**config.mk**
```make
export PLATFORM = sky130hd
export DESIGN_NAME = mem_arbiter
export DESIGN_NICKNAME = d
export VERILOG_FILES = /design/src/rtl/mem_arbiter.sv
export SDC_FILE = /design/constraint.sdc
export NUM_CORES = 1
export LEC_CHECK = 0
export CAP_MARGIN = 0
export CELL_PAD_IN_SITES_DETAIL_PLACEMENT = 1
export CELL_PAD_IN_SITES_GLOBAL_PLACEMENT = 2
export CORE_AREA = 2 2 287 289
export CTS_BUF_LIST = sky130_fd_sc_hd__clkbuf_16
export CTS_CLUSTER_SIZE = 10
export DETAILED_ROUTE_END_ITERATION = 8
export DIE_AREA = 0 0 289 291
export GPL_ROUTABILITY_DRIVEN = 1
export HOLD_SLACK_MARGIN = 0.06
export MAX_ROUTING_LAYER = met4
export PLACE_DENSITY = 0.68
export SETUP_SLACK_MARGIN = 0.15
export SLEW_MARGIN = 20
export SYNTH_ARGS = -nofsm -noshare
export SYNTH_HDL_FRONTEND = slang
export SYNTH_SLANG_ARGS = --single-unit
export TNS_END_PERCENT = 5
```
**constraint.sdc**
```tcl
create_clock -name clk -period 2.2 [get_ports clk]
set_input_delay 0.44 -clock clk [delete_from_list [all_inputs] [get_ports clk]]
set_output_delay 0.44 -clock clk [all_outputs]
set_load 0.01 [all_outputs]
```
**src/rtl/mem_arbiter.sv**
```systemverilog
// rtl/mem_arbiter.sv - arbitrates one line-wide backing memory between icache refills and dcache refills/write-backs
module mem_arbiter #(
  parameter int LINE_W       = 128,
  parameter int LADDR_W      = 30,
  parameter int STARVE_LIMIT = 4
) (
  input  logic               clk,
  input  logic               rst,
  input  logic               ic_read,
  input  logic [LADDR_W-1:0] ic_addr,
  output logic [LINE_W-1:0]  ic_line,
  output logic               ic_ready,
  input  logic               dc_read,
  input  logic               dc_write,
  input  logic [LADDR_W-1:0] dc_addr,
  input  logic [LINE_W-1:0]  dc_wline,
  output logic [LINE_W-1:0]  dc_line,
  output logic               dc_ready,
  output logic               mem_read,
  output logic               mem_write,
  output logic [LADDR_W-1:0] mem_addr,
  output logic [LINE_W-1:0]  mem_wline,
  input  logic [LINE_W-1:0]  mem_line,
  input  logic               mem_ready,
  output logic               busy,
  output logic               grant_dc
);

  typedef enum logic [1:0] {IDLE, XFER, RESP} state_t;

  localparam logic [3:0] LIMIT = 4'(STARVE_LIMIT);

  state_t               state_q;
  logic                 mem_read_q, mem_write_q;
  logic [LADDR_W-1:0]   mem_addr_q;
  logic [LINE_W-1:0]    mem_wline_q, ic_line_q, dc_line_q;
  logic                 ic_ready_q, dc_ready_q, busy_q, grant_dc_q;
  logic [3:0]           starve_q, starve_d;
  logic                 dc_req, ic_win, dc_win, ic_owns;

  assign dc_req = dc_read | dc_write;
  assign ic_win = (state_q == IDLE) && ic_read && (!dc_req || starve_q >= LIMIT);
  assign dc_win = (state_q == IDLE) && dc_req && !ic_win;
  // The icache counts as granted for its whole transaction, including the RESP bubble.
  assign ic_owns = (state_q != IDLE) && !grant_dc_q;

  always_comb begin
    starve_d = starve_q;
    if (ic_win)
      starve_d = 4'd0;
    else if (ic_read && !ic_owns && starve_q < LIMIT)
      starve_d = starve_q + 4'd1;
  end

  always_ff @(posedge clk or negedge rst) begin
    if (!rst) begin
      state_q     <= IDLE;
      mem_read_q  <= 1'b0;
      mem_write_q <= 1'b0;
      mem_addr_q  <= '0;
      mem_wline_q <= '0;
      ic_line_q   <= '0;
      dc_line_q   <= '0;
      ic_ready_q  <= 1'b0;
      dc_ready_q  <= 1'b0;
      busy_q      <= 1'b0;
      grant_dc_q  <= 1'b0;
      starve_q    <= 4'd0;
    end else begin
      ic_ready_q <= 1'b0;
      dc_ready_q <= 1'b0;
      starve_q   <= starve_d;
      case (state_q)
        IDLE: begin
          if (ic_win) begin
            state_q     <= XFER;
            mem_addr_q  <= ic_addr;
            mem_wline_q <= dc_wline;
            mem_read_q  <= 1'b1;
            busy_q      <= 1'b1;
            grant_dc_q  <= 1'b0;
          end else if (dc_win) begin
            state_q     <= XFER;
            mem_addr_q  <= dc_addr;
            mem_wline_q <= dc_wline;
            // A combined read+write request is served as the write-back only.
            mem_write_q <= dc_write;
            mem_read_q  <= !dc_write;
            busy_q      <= 1'b1;
            grant_dc_q  <= 1'b1;
          end
        end
        XFER: begin
          if (mem_ready) begin
            state_q     <= RESP;
            mem_read_q  <= 1'b0;
            mem_write_q <= 1'b0;
            if (grant_dc_q) begin
              dc_ready_q <= 1'b1;
              if (mem_read_q) dc_line_q <= mem_line;
            end else begin
              ic_ready_q <= 1'b1;
              if (mem_read_q) ic_line_q <= mem_line;
            end
          end
        end
        RESP: begin
          state_q    <= IDLE;
          busy_q     <= 1'b0;
          grant_dc_q <= 1'b0;
        end
        default: state_q <= IDLE;
      endcase
    end
  end

  assign ic_line   = ic_line_q;
  assign ic_ready  = ic_ready_q;
  assign dc_line   = dc_line_q;
  assign dc_ready  = dc_ready_q;
  assign mem_read  = mem_read_q;
  assign mem_write = mem_write_q;
  assign mem_addr  = mem_addr_q;
  assign mem_wline = mem_wline_q;
  assign busy      = busy_q;
  assign grant_dc  = grant_dc_q;

endmodule

```
==> flow_summary_export.csv <==
group,metric,value,unit
status,run_status,"completed",
timing,tns,0,ns
pwr,power,37800,uW
route,viasPerCell,3.99,
layout,finalNonFillerCells,2944,
global_route,track_usage,0.141,
floorplan,rows,105,
floorplan,io_pins,742,
worst_hold_path,hold_path_class,"in2async",
route,wirelength,58800,um
cts,htreeDepth,2,
logic_synthesis,ys_warn_count,0,
layout,drive_gt1_frac,0.268,
route,ant_nets,0,
critical_path,startpoint_type,"flop",
place,gp_congestion,0.796,
pwr,power_density,1370,nW/um^2
timing,holdWs,0.385,ns
logic_synthesis,synth_area_per_cell,16.3,um^2
critical_path,crit_required,1.76,ns
pwr,total_leakage_power,0.0116,uW
route,routedWlPerCell,20.0,um
global_route,antenna_found_initial,7,
global_route,grt_overflow,0,
critical_path,cp_max_fo,2,
logic_synthesis,ys_types,38,
floorplan,die_w,289,um
place,placed_cell_area,25900,um^2
timing,final.period_utilization,0.930,
floorplan,core,81200,um^2
pwr,power.share.clock,0.210,
cts,cts_buffer_depth,3,
timing,max_slew_margin,0.645,
logic_synthesis,syn-cell-area,16800,um^2
timing,setup_violations,0,
cts,cts_setup_buffers,0,
critical_path,worst-path-buf-inv,1,
place,io_buffers,741,
timing,post-route-min-period,2.04,ns
cts,clkSlewWorstSetupHoldPaths,0.05,ns
cts,clkSinkCount,426,
cts,root_buffer,"clkbuf_16",
layout,syn_to_final_growth,63.8,%
pwr,p_sw,11500,uW
place,hpwl,45500,um
layout,multi_input_area,5590,um^2
pwr,combinationalPowerShare,0.429,
critical_path,arrival,1.60,ns
global_route,grt_pass1_vias,13700,
route,via_count,11700,
global_route,grt_max_degree,57,
global_route,grt_pass1_wl,87300,um
layout,postLayoutCellArea,27500,um^2
timing,skew,0.0187,ns
cts,clk_latency,0.58,ns
layout,final-seq-area,10700,um^2
critical_path,crit_chain,"clkdlybuf4s50_1",
critical_path,end_kind,"primary output",
floorplan,die_y,291,um
route,dr.first_iter.drc_count,268,
logic_synthesis,ys_ff_latch,426,
floorplan,die_area,84100,um^2
timing,rsz0062_at_grt,"yes",
pwr,switching_share,0.303,
flow_run,max_cap_viol_count,0,
timing,hold_viol_final,0,
critical_path,worstSetupPathType,"reg2out",
layout,fillers,8615,
route,drcViolationCount,0,
logic_synthesis,syn_inst,1027,
place,dp_cells,2857,
timing,worstMarginPinSlew,0.533,ns
pwr,power_frac_seq,0.361,
critical_path,max_stage_delay,0.60,ns
timing,max_freq,489,MHz
critical_path,slowest_stage,"clkdlybuf4s50_1",
pwr,p_int,26300,uW
layout,nets,2165,
cts,cts_buffers,52,
logic_synthesis,yosysSeqAreaShare,0.635,
cts,tritoncts,"done",
critical_path,crit_family,"buffers and inverters",
floorplan,initial_core_util,0.207,
pwr,vdd_ir_drop_max,565,uV
timing,drv_slew,0,
logic_synthesis,syn_nets,1350,
route,dr.pass1.iters,4,
power groups by stage:
stage               Clock (uW)  Combinational, uW  Sequential [uW]
global route              8620              17200            14100
floorplan                    0               4730            15000
CTS                       8340              16500            13700
finish                    7950              16200            13600
detailed placement           0              16500            13800
global placement             0              16200            13600
timing repair:
item                                    4_1_cts  5_1_grt
pin swaps                                     0        0
endpoints found under the setup margin       21       25
hold buffers                                  1        0
endpoints found under the hold margin        28        0
gates resized for setup                       3        1
gates cloned                                  0        0
Yosys cell counts (all sizes together):
cell type	number	share of area
inv	3	0.00067
a31oi	30	0.011
nor3	2	0.0016
nand2b	1	0.00037
and2	2	0.00075
xor2	1	0.00052
buf	54	0.032
dfrtp	426	0.63
nor2b	1	0.00037
nor4	1	0.00037
nand2	63	0.015
o22a	1	0.00052
ha	1	0.00075
a211oi	1	0.00045
and3b	1	0.00052
clkbuf	3	0.00067
mux2	384	0.28
mux2i	1	0.00060
o211ai	1	0.00045
nor2	39	0.0089
nand3	1	0.00030
o21ai	1	0.00030
a22o	1	0.00052
o21a	1	0.00045
a32o	1	0.00060
a21oi	3	0.00089
o311ai	2	0.0015
o311a	1	0.00060
registers in the layout, summed over array words and instances, names as in the netlist, 2 cells and up:
register / cells
starve_q: 4
ic_line: 128
dc_line: 128
mem_wline: 128
state_q: 2
mem_addr: 30
per-stage QoR:
step | utilization | worst slack, ns
2_1_floorplan | - | 0.463
3_3_place_gp | 0.319 | -0.109
3_5_place_dp | 0.319 | -0.126
4_1_cts | 0.339 | 0.0579
5_1_grt | 0.339 | 0.0757
6_report | 0.339 | 0.155
layer usage:
metal	GRT usage	share of wire
met4	0.0438	0.029
met3	0.0524	0.097
met1	0.147	0.36
met5	-	0
met2	0.245	0.51
cell families (layout without fill, tap and decap cells):
| family | count (synthesis) | after routing | share of synthesized area |
|---|---|---|---|
| AO/OA/AOI/OAI | 43 | 43 | 0.0174 |
| flip-flops | 426 | 426 | 0.635 |
| other | 0 | 7 | 0 |
| buffers and inverters | 60 | 900 | 0.0338 |
| adder cells (fa/ha/maj) | 1 | 1 | 0.000745 |
| multiplexers | 385 | 385 | 0.285 |
| AND/OR/NAND/NOR | 111 | 111 | 0.0276 |
| XOR/XNOR | 1 | 1 | 0.000522 |
cell type report:
type                    count  share of cell area
flip-flops and latches    426               0.388
multi-input cells         541               0.203
inverters                   3            0.000409
repair buffers            818               0.303
clock buffers              54              0.0491
clock inverters            25             0.00691
diodes                      7            0.000637
well taps                1070              0.0487
worst paths after layout:
check                                           from                   endpoint  slack, ns  cells past startpoint
max                         dc_line[101]$_DFFE_PN0P_               dc_line[101]       0.16                      1
min                                              rst    dc_line[33]$_DFFE_PN0P_       0.39                      2
max reg2reg                   state_q[1]$_DFFE_PN0P_    dc_line[22]$_DFFE_PN0P_       0.30                      6
min reg2reg                mem_wline[60]$_DFFE_PN0P_  mem_wline[60]$_DFFE_PN0P_       0.48                      1
max in group asynchronous                        rst  mem_wline[32]$_DFFE_PN0P_       1.06                      3
min in group clk                          ic_addr[3]    mem_addr[3]$_DFFE_PN0P_       0.43                      3
cells in the final DEF, fill, tap and decap left out, types with 2 or more instances in the layout:
| cell | synthesis | final |
|---|---|---|
| mux2_1 | 30 | 30 |
| a21oi_1 | 3 | 3 |
| buf_4 | 4 | 49 |
| diode_2 | 0 | 7 |
| clkdlybuf4s50_1 | 0 | 738 |
| dfrtp_2 | 0 | 2 |
| inv_1 | 3 | 17 |
| bufinv_16 | 0 | 3 |
| nand2_1 | 62 | 62 |
| clkbuf_16 | 0 | 54 |
| mux2_2 | 234 | 234 |
| and2_1 | 2 | 2 |
| clkinv_1 | 0 | 3 |
| nor2_1 | 38 | 38 |
| mux2_4 | 120 | 120 |
| dfrtp_1 | 426 | 424 |
| clkinv_2 | 0 | 4 |
| a31oi_1 | 30 | 30 |
| buf_12 | 11 | 27 |
Power figures use the tool's default switching activity.
